File: src/rtl/fb_avl_burst_ctrl.sv
// fb_avl_burst_ctrl: Avalon-MM burst master that writes camera frames into one DDR framebuffer and reads them back.
// Define FB_AVL_TEST_PATTERN_EN to write the frame word offset as data instead of wr_data (DDR bring-up).
module fb_avl_burst_ctrl #(
    parameter int ADDR_WIDTH  = 26,
    parameter int DATA_WIDTH  = 32,
    parameter int BASE_ADDR   = 0,
    parameter int FRAME_WORDS = 307200,
    parameter int BURST_LEN   = 8
) (
    input  logic                  clk,
    input  logic                  reset,
    input  logic                  wr_en,
    input  logic                  rd_en,
    input  logic [DATA_WIDTH-1:0] wr_data,
    output logic                  avl_ready,
    output logic                  full,
    output logic                  rd_done,
    output logic [DATA_WIDTH-1:0] rd_data,
    output logic                  rd_data_valid,
    output logic [ADDR_WIDTH-1:0] avl_address,
    output logic                  avl_write,
    output logic                  avl_read,
    output logic [DATA_WIDTH-1:0] avl_writedata,
    output logic [6:0]            avl_burstcount,
    input  logic                  avl_waitrequest,
    input  logic [DATA_WIDTH-1:0] avl_readdata,
    input  logic                  avl_readdatavalid
);

    typedef enum logic [1:0] {
        IDLE,
        WR_BURST,
        RD_CMD,
        RD_WAIT
    } state_t;

    localparam logic [ADDR_WIDTH-1:0] BASE      = ADDR_WIDTH'(BASE_ADDR);
    localparam logic [ADDR_WIDTH-1:0] STEP      = ADDR_WIDTH'(BURST_LEN);
    localparam logic [ADDR_WIDTH-1:0] FRAME_END = ADDR_WIDTH'(FRAME_WORDS);
    localparam logic [6:0]            LAST_BEAT = 7'(BURST_LEN - 1);

    state_t                state;
    state_t                state_next;
    logic [ADDR_WIDTH-1:0] wr_ptr;
    logic [ADDR_WIDTH-1:0] rd_ptr;
    logic [6:0]            beat_cnt;
    logic [6:0]            rx_cnt;
    logic                  beat_accept;
    logic                  rx_beat;
    logic                  wr_wrap;
    logic                  rd_wrap;

    // Handshakes are decoded straight from state so the FSM block never reads its own outputs.
    assign beat_accept    = (state == WR_BURST) && !wr_en && !avl_waitrequest;
    assign rx_beat        = (state == RD_WAIT) && avl_readdatavalid;
    assign wr_wrap        = (wr_ptr + STEP) == FRAME_END;
    assign rd_wrap        = (rd_ptr + STEP) == FRAME_END;
    assign avl_ready      = ~avl_waitrequest;
    assign avl_burstcount = 7'(BURST_LEN);

`ifdef FB_AVL_TEST_PATTERN_EN
    logic [ADDR_WIDTH-1:0] pattern_word;
    logic                  unused_wr_data;

    assign pattern_word   = wr_ptr + ADDR_WIDTH'(beat_cnt);
    assign avl_writedata  = DATA_WIDTH'(pattern_word);
    assign unused_wr_data = ^wr_data;
`else
    assign avl_writedata  = wr_data;
`endif

    always_ff @(posedge clk) begin
        if (reset) begin
            state <= IDLE;
        end else begin
            state <= state_next;
        end
    end

    // The burst address stays at its start word for every beat; IDLE parks on the next write burst.
    always_comb begin
        state_next  = state;
        avl_write   = 1'b0;
        avl_read    = 1'b0;
        avl_address = BASE + wr_ptr;
        case (state)
            IDLE: begin
                if (!wr_en) begin
                    state_next = WR_BURST;
                end else if (!rd_en) begin
                    state_next = RD_CMD;
                end
            end
            WR_BURST: begin
                avl_write = ~wr_en;
                if (beat_accept && (beat_cnt == LAST_BEAT)) begin
                    state_next = IDLE;
                end
            end
            RD_CMD: begin
                avl_read    = 1'b1;
                avl_address = BASE + rd_ptr;
                if (!avl_waitrequest) begin
                    state_next = RD_WAIT;
                end
            end
            RD_WAIT: begin
                avl_address = BASE + rd_ptr;
                if (rx_beat && (rx_cnt == LAST_BEAT)) begin
                    state_next = IDLE;
                end
            end
            default: state_next = IDLE;
        endcase
    end

    always_ff @(posedge clk) begin
        if (reset) begin
            wr_ptr        <= '0;
            rd_ptr        <= '0;
            beat_cnt      <= '0;
            rx_cnt        <= '0;
            full          <= 1'b0;
            rd_done       <= 1'b0;
            rd_data_valid <= 1'b0;
            rd_data       <= '0;
        end else begin
            full          <= 1'b0;
            rd_done       <= 1'b0;
            rd_data_valid <= 1'b0;

            if (beat_accept) begin
                if (beat_cnt == LAST_BEAT) begin
                    beat_cnt <= '0;
                    wr_ptr   <= wr_wrap ? '0 : wr_ptr + STEP;
                    full     <= wr_wrap;
                end else begin
                    beat_cnt <= beat_cnt + 7'd1;
                end
            end

            // Beats arriving outside RD_WAIT (e.g. after a mid-burst reset) are deliberately dropped.
            if (rx_beat) begin
                rd_data       <= avl_readdata;
                rd_data_valid <= 1'b1;
                if (rx_cnt == LAST_BEAT) begin
                    rx_cnt  <= '0;
                    rd_ptr  <= rd_wrap ? '0 : rd_ptr + STEP;
                    rd_done <= rd_wrap;
                end else begin
                    rx_cnt <= rx_cnt + 7'd1;
                end
            end
        end
    end

endmodule

File: config.mk
export PLATFORM = sky130hd
export DESIGN_NAME = fb_avl_burst_ctrl
export DESIGN_NICKNAME = d
export VERILOG_FILES = /design/src/rtl/fb_avl_burst_ctrl.sv
export SDC_FILE = /design/constraint.sdc
export NUM_CORES = 1
export LEC_CHECK = 0
export CAP_MARGIN = 15
export CELL_PAD_IN_SITES_DETAIL_PLACEMENT = 1
export CELL_PAD_IN_SITES_GLOBAL_PLACEMENT = 1
export CORE_ASPECT_RATIO = 1.5
export CORE_MARGIN = 1.5
export CORE_UTILIZATION = 36
export DETAILED_ROUTE_END_ITERATION = 7
export GPL_ROUTABILITY_DRIVEN = 0
export PLACE_DENSITY = 0.88
export SYNTH_ARGS = -nofsm -noshare
export SYNTH_HDL_FRONTEND = slang
export SYNTH_SLANG_ARGS = --single-unit
File: constraint.sdc
create_clock -name clk -period 6.5 [get_ports clk]
set_input_delay 1.95 -clock clk [delete_from_list [all_inputs] [get_ports clk]]
set_output_delay 1.95 -clock clk [all_outputs]
set_load 0.03 [all_outputs]
==> results.py, run 1 <==
metrics = {
    "critical_path": {
        "cp-start-kind": "input pin",
        "cp.required_ns": 4.55,
        "reg2reg_to": "wr_ptr[15]$_SDFFE_PP0P_",
        "endpoint": "avl_write",
        "r2r-start": "wr_ptr[4]$_SDFFE_PP0P_",
        "critPathCaptureType": "primary output",
        "worst-setup-path-type": "in2out",
        "r2r_cells": 9,
        "slowest_stage": "clkdlybuf4s50_1",
        "crit_arrival_ns": 3.39,
        "cpPeakStageDelay_ns": 0.73,
        "reg2reg_slack_ns": 3.19,
        "crit_chain": "clkdlybuf4s50_1 -> nor3b_1 -> clkdlybuf4s50_1",
        "crit_fanout": 3,
        "crit_top_cell": "clkdlybuf4s50_1",
        "crit_start": "wr_en",
    },
    "timing": {
        "setup_tns_ns": 0,
        "slew_headroom_pct": 32.7,
        "finalSetupViolCount": 0,
        "fin_crit_sh_pct": 82.2,
        "fmax_mhz": 187,
        "worstMarginPinSlew_ns": 1.01,
        "slew_viol_final": 0,
        "rsz0062_at_grt": "no",
        "hold_violations": 0,
        "fin_skew_ns": 0.00770,
        "period_needed_ns": 5.34,
        "worst_slack_ns": 1.16,
        "fin_hold_ws_ns": 0.457,
    },
    "final_layout": {
        "final_cell_mix": "114 x nand2_1, 97 x dfxtp_1, 97 x clkdlybuf4s50_1",
        "utilization_pct": 43.9,
        "num_antenna_cells": 0,
        "area_growth_syn_to_layout_pct": 19.8,
        "mostFrequentLayoutCell": "nand2_1",
        "fin_nets": 781,
        "stdcell_area_um2": 6370,
        "fin_cells": 908,
        "drive_above_1_share_pct": 7.72,
    },
    "floorplan": {
        "boundaryPins": 173,
        "start_util_pct": 36.6,
        "fp.dieW_um": 102,
        "coreArea_um2": 14500,
        "dieArea_um2": 15500,
        "num_rows": 54,
        "fp.dieH_um": 152,
    },
    "logic_synthesis": {
        "synthFlopType": "dfxtp_1",
        "ys_top_cells_by_area": "dfxtp_1 37%, nand2_1 8.0%, buf_4 6.1%, a21oi_1 4.9%, mux2_2 4.4%",
        "yosys.area.top_type_share_pct": 36.5,
        "synth_seq_area_share_pct": 36.5,
        "synth_edf_count": 0,
        "ys_warn_count": 0,
        "syn_inst": 671,
        "syn_area_um2": 5320,
        "synth_top_area_cell": "dfxtp_1",
        "synth_cell_types": 54,
        "ys_ff_latch": 97,
        "synth_area_per_cell_um2": 7.93,
        "ys_async_sr_fraction_pct": 0,
    },
    "power_and_ir_drop": {
        "seqPwrFrac_pct": 48.9,
        "p_leak_nw": 2.10,
        "power.switching_mw": 0.325,
        "power_density_nw_per_um2": 194,
        "power_frac_clock_pct": 44.5,
        "ir_drop_mv": 0.102,
        "total_power_mw": 1.23,
        "p_int_mw": 0.909,
        "switching_share_pct": 26.4,
        "p_comb_share_pct": 6.6,
    },
    "clock_network": {
        "cts_buffer_depth": 2,
        "ctsResizeCount": 0,
        "hold_buffers": 0,
        "clockRootBuffer": "clkbuf_16",
        "ctsHtreeMaxLevel": 3,
        "cts_tree": "yes",
        "cts.sinks": 97,
        "path_clk_slew_ns": 0.08,
        "cts_buffers": 9,
        "clock_latency_ns": 0.35,
        "cts_setup_buffers": 0,
    },
    "worst_hold_path": {
        "hold_path_class": "reg2reg",
    },
    "placement": {
        "place_ws_ns": 1.16,
        "placed_area_um2": 6060,
        "dp_hpwl_um": 11100,
        "io_buffers": 98,
        "dp.cells": 892,
    },
    "drt": {
        "drt_iter0_drc": 211,
        "finalWirelength_um": 15600,
        "drc": 0,
        "post_drt_wl_per_cell_um": 17.2,
        "first_pass_iters": 4,
        "vias": 4858,
        "detail-route-antenna-nets": 0,
        "viasPerCell": 5.35,
    },
    "global_route": {
        "grt_pass1_wl_um": 25400,
        "grt_pass1_vias": 5013,
        "grt_antenna_before_repair": 0,
        "grt_usage_pct": 20.8,
        "globalRoute.totalOverflow": 0,
        "grt_max_degree": 51,
    },
    "run": {
        "drv_cap": 0,
    },
    "run_status": {
        "status": "complete, no violations",
    },
}
## worst max-delay path: cells and delay by family
kind	cells	cell delay (ns)
AND/OR/NAND/NOR	1	0.28
buffers and inverters	2	1.15
## per-layer routing
layer / GRT usage, % / routed length [um] / up-vias
met5: 0 / 0 / -
met4: 10.8 / 643 / 0
met3: 3.40 / 523 / 48
met2: 38.0 / 8420 / 96
met1: 22.2 / 6000 / 2390
li1: - / - / 2324
## how the worst min path moves through the flow
stage                              from                  endpoint  slack (ns)  cells after the start
5_1_grt        rd_data[22]$_SDFFE_PP0P_  rd_data[22]$_SDFFE_PP0P_        0.49                      2
2_1_floorplan    rx_cnt[1]$_SDFFE_PP0P_    rx_cnt[1]$_SDFFE_PP0P_        0.45                      2
3_5_place_dp   rd_data[25]$_SDFFE_PP0P_  rd_data[25]$_SDFFE_PP0P_        0.45                      2
6_report       rd_data[16]$_SDFFE_PP0P_  rd_data[16]$_SDFFE_PP0P_        0.46                      2
4_1_cts        rd_data[25]$_SDFFE_PP0P_  rd_data[25]$_SDFFE_PP0P_        0.46                      2
3_3_place_gp   rd_data[31]$_SDFFE_PP0P_  rd_data[31]$_SDFFE_PP0P_        0.44                      2
## cell usage after synthesis, drive strengths merged, types with 18 or more instances
cell type  number
nand2         114
dfxtp          97
nor2           61
buf            59
a21oi          52
nand3          29
clkbuf         28
xor2           27
nor3           26
nand4          22
xnor2          22
mux2           21
o21ai          18
## flip-flops by register name, summed over array words and instances, names as in the netlist
signal         count
full               1
rx_cnt             7
state              2
rd_data           32
wr_ptr            23
rd_done            1
beat_cnt           7
rd_data_valid      1
rd_ptr            23
## layout make-up
cell class	count	area, um^2
fill	1777	8160
inverter	8	30.0
multi-input combinational	487	2820
clock inverter	7	86.3
tap	196	245
clock buffer	9	225
timing repair buffer	104	1020
sequential	97	1940
## power by group through the flow
stage                     sequential [mW]  clock, mW  combinational (mW)
after floorplan                     0.621          0              0.0814
after global placement              0.617          0              0.0799
after CTS                           0.604      0.557              0.0814
after detailed placement            0.618          0              0.0809
final                               0.604      0.550              0.0810
after global routing                0.605      0.582              0.0866
## kinds of logic after synthesis
group | synth area share, %
buf+inv | 11.0
compound gates | 9.53
simple gates | 28.6
other cells | 0.141
xor+xnor | 8.07
mux | 5.20
flops | 36.5
fa+ha+maj | 0.941
Note: power is estimated with default switching activity, not from simulation.
==> run 2, diff against run 1 <==
--- a/config.mk
+++ b/config.mk
@@ -10,10 +10,10 @@
 export CELL_PAD_IN_SITES_GLOBAL_PLACEMENT = 1
 export CORE_ASPECT_RATIO = 1.5
 export CORE_MARGIN = 1.5
-export CORE_UTILIZATION = 36
+export CORE_UTILIZATION = 30
 export DETAILED_ROUTE_END_ITERATION = 7
 export GPL_ROUTABILITY_DRIVEN = 0
-export PLACE_DENSITY = 0.88
+export PLACE_DENSITY = 0.79
 export SYNTH_ARGS = -nofsm -noshare
 export SYNTH_HDL_FRONTEND = slang
 export SYNTH_SLANG_ARGS = --single-unit
==> constraint.sdc (replaced) <==
create_clock -name clk -period 4.6 [get_ports clk]
set_input_delay 1.38 -clock clk [delete_from_list [all_inputs] [get_ports clk]]
set_output_delay 1.38 -clock clk [all_outputs]
set_load 0.03 [all_outputs]
==> run 2 against run 1 <==
- final area increased by 0.47%
- non-clock buffer count grew 3
- clock-buffer cell count is 1 higher
- largest cell class unchanged
- critical path type unchanged
==> results.py, run 2 (synthesis results as in run 1) <==
metrics = {
    "power_and_ir_drop": {
        "power.switching_mw": 0.447,
        "switching_share_pct": 25.7,
        "power_density_nw_per_um2": 272,
        "ir_drop_mv": 0.166,
        "p_int_mw": 1.29,
        "p_leak_nw": 2.11,
        "p_comb_share_pct": 6.7,
        "power_frac_clock_pct": 44.3,
        "seqPwrFrac_pct": 49.0,
        "total_power_mw": 1.74,
    },
    "critical_path": {
        "cp.required_ns": 3.22,
        "crit_top_cell": "clkdlybuf4s50_1",
        "crit_arrival_ns": 2.76,
        "crit_fanout": 3,
        "cp-start-kind": "input pin",
        "path_delay_family": "buffers and inverters",
        "cpPeakStageDelay_ns": 0.71,
        "slowest_stage": "clkdlybuf4s50_1",
        "crit_chain": "clkdlybuf4s50_1 -> nor3b_1 -> clkdlybuf4s50_1",
        "worstPathBufferInverterCount": 2,
        "worst-setup-path-type": "in2out",
        "critPathCaptureType": "primary output",
    },
    "timing": {
        "fin_crit_sh_pct": 90.0,
        "slew_headroom_pct": 65.0,
        "setup_tns_ns": 0,
        "period_needed_ns": 4.14,
        "fin_skew_ns": 0.00631,
        "slew_viol_final": 0,
        "hold_violations": 0,
        "worstMarginPinSlew_ns": 0.523,
        "rsz0062_at_grt": "no",
        "fmax_mhz": 241,
        "finalSetupViolCount": 0,
    },
    "floorplan": {
        "num_rows": 59,
        "start_util_pct": 30.7,
        "dieArea_um2": 18600,
        "fp.dieW_um": 112,
        "coreArea_um2": 17300,
        "boundaryPins": 173,
        "fp.dieH_um": 166,
    },
    "clock_network": {
        "clockRootBuffer": "clkbuf_16",
        "cts_tree": "yes",
        "ctsHtreeMaxLevel": 3,
        "cts_buffer_depth": 2,
        "cts.sinks": 97,
        "cts_buffers": 9,
        "clock_latency_ns": 0.35,
        "cts_setup_buffers": 0,
        "path_clk_slew_ns": 0.08,
        "ctsResizeCount": 0,
        "hold_buffers": 0,
    },
    "drt": {
        "detail-route-antenna-nets": 0,
        "viasPerCell": 5.18,
        "vias": 4807,
        "drc": 0,
        "drt_iter0_drc": 160,
        "post_drt_wl_per_cell_um": 16.5,
        "first_pass_iters": 4,
        "finalWirelength_um": 15300,
    },
    "placement": {
        "dp_hpwl_um": 11200,
        "io_buffers": 98,
    },
    "run": {
        "drv_cap": 0,
    },
    "final_layout": {
        "area_growth_syn_to_layout_pct": 20.3,
        "drive_above_1_share_pct": 8.11,
        "num_antenna_cells": 0,
        "final_cell_mix": "114 x nand2_1, 97 x dfxtp_1, 97 x clkdlybuf4s50_1",
        "fin_nets": 784,
        "fillCellCount": 2056,
        "top_regs": "rd_data: 32 flops, rd_ptr: 23 flops, wr_ptr: 23 flops",
        "largest_register_ffs": 32,
        "top_register": "rd_data",
        "mostFrequentLayoutCell": "nand2_1",
    },
    "global_route": {
        "grt_antenna_before_repair": 0,
        "grt_pass1_vias": 4852,
        "grt_usage_pct": 16.5,
        "grt_max_degree": 43,
        "globalRoute.totalOverflow": 0,
        "grt_pass1_wl_um": 25000,
    },
    "run_status": {
        "status": "complete, no violations",
    },
    "worst_hold_path": {
        "hold_path_class": "reg2reg",
    },
}
==> run 2: changes by cell type in the layout (fill, tap and decap cells not counted), sizes merged <==
| cell | change |
|---|---|
| buf | +3 |
| clkbuf | +1 |
| clkinvlp | +1 |
| inv | +3 |
| clkinv | -5 |
==> run 2: worst paths after layout <==
kind	slack [ns]	start	endpoint	depth (start not counted)
worst max-delay path	0.46	wr_en	avl_write	3
worst max register to register	1.33	wr_ptr[4]$_SDFFE_PP0P_	wr_ptr[18]$_SDFFE_PP0P_	9
worst min register to register	0.45	rd_data[23]$_SDFFE_PP0P_	rd_data[23]$_SDFFE_PP0P_	2
worst min-delay path	0.45	rd_data[23]$_SDFFE_PP0P_	rd_data[23]$_SDFFE_PP0P_	2
==> run 2: routing by layer <==
metal | up-vias | part of all wire (%) | GRT usage, %
met5 | - | 0 | 0
met4 | 0 | 4.0 | 8.81
met3 | 43 | 3.3 | 2.52
met2 | 106 | 54 | 30.6
met1 | 2333 | 39 | 17.7
li1 | 2325 | - | -
==> run 2: area by class of cell <==
| cell class | count | area (um^2) | share of cell area [%] |
|---|---|---|---|
| Tap cell | 213 | 267 | 4.16 |
| Clock buffer | 10 | 239 | 3.73 |
| Sequential cell | 97 | 1940 | 30.3 |
| Inverter | 8 | 30.0 | 0.469 |
| Multi-Input combinational cell | 487 | 2820 | 44.1 |
| Clock inverter | 6 | 58.8 | 0.919 |
| Timing Repair Buffer | 107 | 1040 | 16.3 |
==> run 2: power by group through the flow <==
stage / Sequential (mW) / Clock [mW] / Combinational [mW]
floorplan: 0.878 / 0 / 0.115
global placement: 0.872 / 0 / 0.116
detailed placement: 0.873 / 0 / 0.117
CTS: 0.853 / 0.787 / 0.118
global route: 0.854 / 0.823 / 0.124
finish: 0.853 / 0.772 / 0.116
==> run 2: tightest hold or removal path, delay by kind of cell, from the launching register on <==
kind / cells / cell delay [ns]
DFF: 1 / 0.31
and+or+nand+nor: 1 / 0.05
AOI/OAI and AO/OA: 1 / 0.05
==> run 2: metrics by stage <==
stage                     instances  area, um^2  utilization, %  hold WS [ns]  setup slack, ns
final                           928        6400            36.9         0.455            0.459
after global routing            928        6400            36.9         0.475            0.352
after CTS                       928        6400            36.9         0.457            0.444
after detailed placement        912        6100            35.2         0.446            0.444
after global placement          912        6100            35.2         0.441            0.459
after floorplan                 679        5350               -         0.449            0.857
==> run 3, diff against run 2 <==
--- a/config.mk
+++ b/config.mk
@@ -5,15 +5,17 @@
 export SDC_FILE = /design/constraint.sdc
 export NUM_CORES = 1
 export LEC_CHECK = 0
+export ABC_AREA = 1
 export CAP_MARGIN = 15
 export CELL_PAD_IN_SITES_DETAIL_PLACEMENT = 1
 export CELL_PAD_IN_SITES_GLOBAL_PLACEMENT = 1
 export CORE_ASPECT_RATIO = 1.5
 export CORE_MARGIN = 1.5
-export CORE_UTILIZATION = 30
+export CORE_UTILIZATION = 29
 export DETAILED_ROUTE_END_ITERATION = 7
 export GPL_ROUTABILITY_DRIVEN = 0
 export PLACE_DENSITY = 0.79
+export SETUP_SLACK_MARGIN = 0.5
 export SYNTH_ARGS = -nofsm -noshare
 export SYNTH_HDL_FRONTEND = slang
 export SYNTH_SLANG_ARGS = --single-unit
==> run 3 against run 2 <==
- area after synthesis grew 3.6%
- sequential power grew 3.2%
- final cell count up 25%
- critical path depth stayed put
- fmax up 5.3%
- die area up 7.0%
- clock power up 3.6%
- critical path type unchanged
- largest cell class unchanged
- highest routed layer unchanged
==> results.py, run 3 <==
metrics = {
    "logic_synthesis": {
        "syn_inst": 855,
        "yosys.area.top_type_share_pct": 35.2,
        "synth_edf_count": 0,
        "synth_most_common_cell": "nand2_1",
        "ys_top_cells_by_area": "dfxtp_1 35%, nand2_1 19%, buf_4 6.1%, nor2_1 5.8%, inv_1 5.4%",
        "synth_cell_types": 32,
        "synth_area_per_cell_um2": 6.45,
        "ys_ff_latch": 97,
        "synth_top_area_cell": "dfxtp_1",
        "ys_async_sr_fraction_pct": 0,
        "syn_area_um2": 5510,
        "synthFlopType": "dfxtp_1",
        "ys_warn_count": 0,
        "synth_commonest_cells": "282 x nand2_1, 97 x dfxtp_1, 85 x nor2_1",
        "synth_seq_area_share_pct": 35.2,
    },
    "critical_path": {
        "r2r_cells": 9,
        "cpPeakStageDelay_ns": 0.67,
        "crit_chain": "clkdlybuf4s50_1 -> inv_1 -> clkdlybuf4s50_1",
        "cp.required_ns": 3.22,
        "cp-start-kind": "input pin",
        "crit_top_cell": "clkdlybuf4s50_1",
        "path_delay_family": "buffers and inverters",
        "crit_cells": 3,
        "crit_fanout": 2,
        "worstPathBufferInverterCount": 3,
        "slowest_stage": "clkdlybuf4s50_1",
        "critPathCaptureType": "primary output",
        "worst-setup-path-type": "in2out",
        "crit_arrival_ns": 2.55,
    },
    "timing": {
        "slew_headroom_pct": 47.1,
        "fin_crit_sh_pct": 85.5,
        "fin_hold_ws_ns": 0.466,
        "rsz0062_at_grt": "no",
        "fin_skew_ns": 0.00902,
        "fmax_mhz": 254,
        "worstMarginPinSlew_ns": 0.794,
        "period_needed_ns": 3.93,
        "hold_violations": 0,
        "finalSetupViolCount": 0,
        "slew_viol_final": 0,
        "setup_tns_ns": 0,
    },
    "placement": {
        "dp_hpwl_um": 12600,
        "dp.cells": 1148,
        "io_buffers": 98,
        "placed_area_um2": 6400,
    },
    "drt": {
        "drc": 0,
        "finalWirelength_um": 16600,
        "detail-route-antenna-nets": 0,
        "viasPerCell": 4.73,
        "drt_iter0_drc": 242,
        "first_pass_iters": 4,
        "post_drt_wl_per_cell_um": 14.2,
        "vias": 5503,
    },
    "final_layout": {
        "utilization_pct": 36.2,
        "num_antenna_cells": 0,
        "fin_nets": 981,
        "top_regs": "rd_data: 32 flops, rd_ptr: 23 flops, wr_ptr: 23 flops",
        "area_growth_syn_to_layout_pct": 21.8,
        "drive_above_1_share_pct": 5.81,
        "stdcell_area_um2": 6720,
        "fin_cells": 1164,
        "largest_register_ffs": 32,
        "mostFrequentLayoutCell": "nand2_1",
        "top_register": "rd_data",
        "final_cell_mix": "282 x nand2_1, 96 x dfxtp_1, 96 x clkdlybuf4s50_1",
    },
    "floorplan": {
        "start_util_pct": 29.7,
        "boundaryPins": 173,
        "num_rows": 61,
        "dieArea_um2": 19900,
        "fp.dieH_um": 172,
        "fp.dieW_um": 116,
        "coreArea_um2": 18500,
    },
    "clock_network": {
        "clockRootBuffer": "clkbuf_16",
        "clock_latency_ns": 0.37,
        "ctsHtreeMaxLevel": 3,
        "path_clk_slew_ns": 0.08,
        "cts_buffers": 9,
        "cts.sinks": 97,
        "cts_buffer_depth": 2,
        "ctsResizeCount": 1,
        "cts_setup_buffers": 0,
        "cts_tree": "yes",
        "hold_buffers": 0,
    },
    "power_and_ir_drop": {
        "p_leak_nw": 2.32,
        "ir_drop_mv": 0.143,
        "power_density_nw_per_um2": 273,
    },
    "global_route": {
        "globalRoute.totalOverflow": 0,
        "grt_max_degree": 49,
        "grt_usage_pct": 17.3,
        "grt_pass1_vias": 5669,
        "grt_pass1_wl_um": 27000,
        "grt_antenna_before_repair": 0,
    },
    "worst_hold_path": {
        "holdPathStages": 2,
        "hold_path_class": "reg2reg",
    },
    "run_status": {
        "status": "complete, no violations",
    },
    "run": {
        "drv_cap": 0,
    },
}
==> run 3: cell types whose count changed after synthesis, sizes merged, moves of 15 or more <==
cell and change:
inv +79, nor2 +39, xor2 -17, o21ai +40, nor3 -15, mux2 -21, nand2 +172, xnor2 -21
nand3 +23
==> run 3: final cells by class <==
class	count	area, um^2
Fill cell	2382	11800
Multi-Input combinational cell	610	2810
Sequential cell	97	1940
Timing Repair Buffer	102	1000
Inverter	87	327
Tap cell	252	315
Clock buffer	9	225
Clock inverter	7	86.3
==> run 3: kinds of logic (layout without fill, tap and decap cells) <==
| group | after synthesis | count (layout) | share of synthesized area (%) |
|---|---|---|---|
| simple gates | 470 | 470 | 36.9 |
| buf+inv | 156 | 205 | 14.3 |
| compound gates | 115 | 115 | 10.8 |
| flops | 97 | 97 | 35.2 |
| xor+xnor | 11 | 11 | 1.75 |
| fa+ha+maj | 4 | 4 | 0.908 |
| other cells | 2 | 10 | 0.136 |
==> run 3: metrics by stage <==
stage / setup WS [ns] / power [mW]
6_report: 0.666 / 1.83
5_1_grt: 0.647 / 1.91
4_1_cts: 0.661 / 1.86
3_5_place_dp: 0.417 / 1.06
3_3_place_gp: 0.442 / 1.05
2_1_floorplan: 1.49 / 1.05
==> run 3: per-layer routing <==
metal,track usage [%],share of wire (%)
met5,0,0
met2,33.9,55
met3,2.85,3.2
met1,17.3,39
met4,8.16,3.3
==> run 3: worst reg2reg max path: cells and delay by family, from the launching register on <==
kind | cells | cell delay [ns]
buffers and inverters | 4 | 0.80
AND/OR/NAND/NOR | 4 | 0.55
flip-flops | 1 | 0.84
AO/OA/AOI/OAI | 1 | 0.26
==> run 3: path summary, 6_finish.rpt <==
| check | startpoint | to | slack, ns |
|---|---|---|---|
| worst max register to register | state[1]$_SDFFE_PP0P_ | wr_ptr[7]$_SDFFE_PP0P_ | 2.07 |
| worst min-delay path | rd_data[2]$_SDFFE_PP0P_ | rd_data[2]$_SDFFE_PP0P_ | 0.47 |
| worst min register to register | rd_data[2]$_SDFFE_PP0P_ | rd_data[2]$_SDFFE_PP0P_ | 0.47 |
| worst max-delay path | avl_waitrequest | avl_ready | 0.67 |
==> run 3: power by group <==
group          internal (mW)  leakage (nW)  total [mW]  switching [mW]
sequential             0.851         0.782       0.880          0.0285
combinational         0.0627          1.38       0.154          0.0914
clock                  0.396         0.153       0.800           0.404
total                   1.31          2.32        1.83           0.524
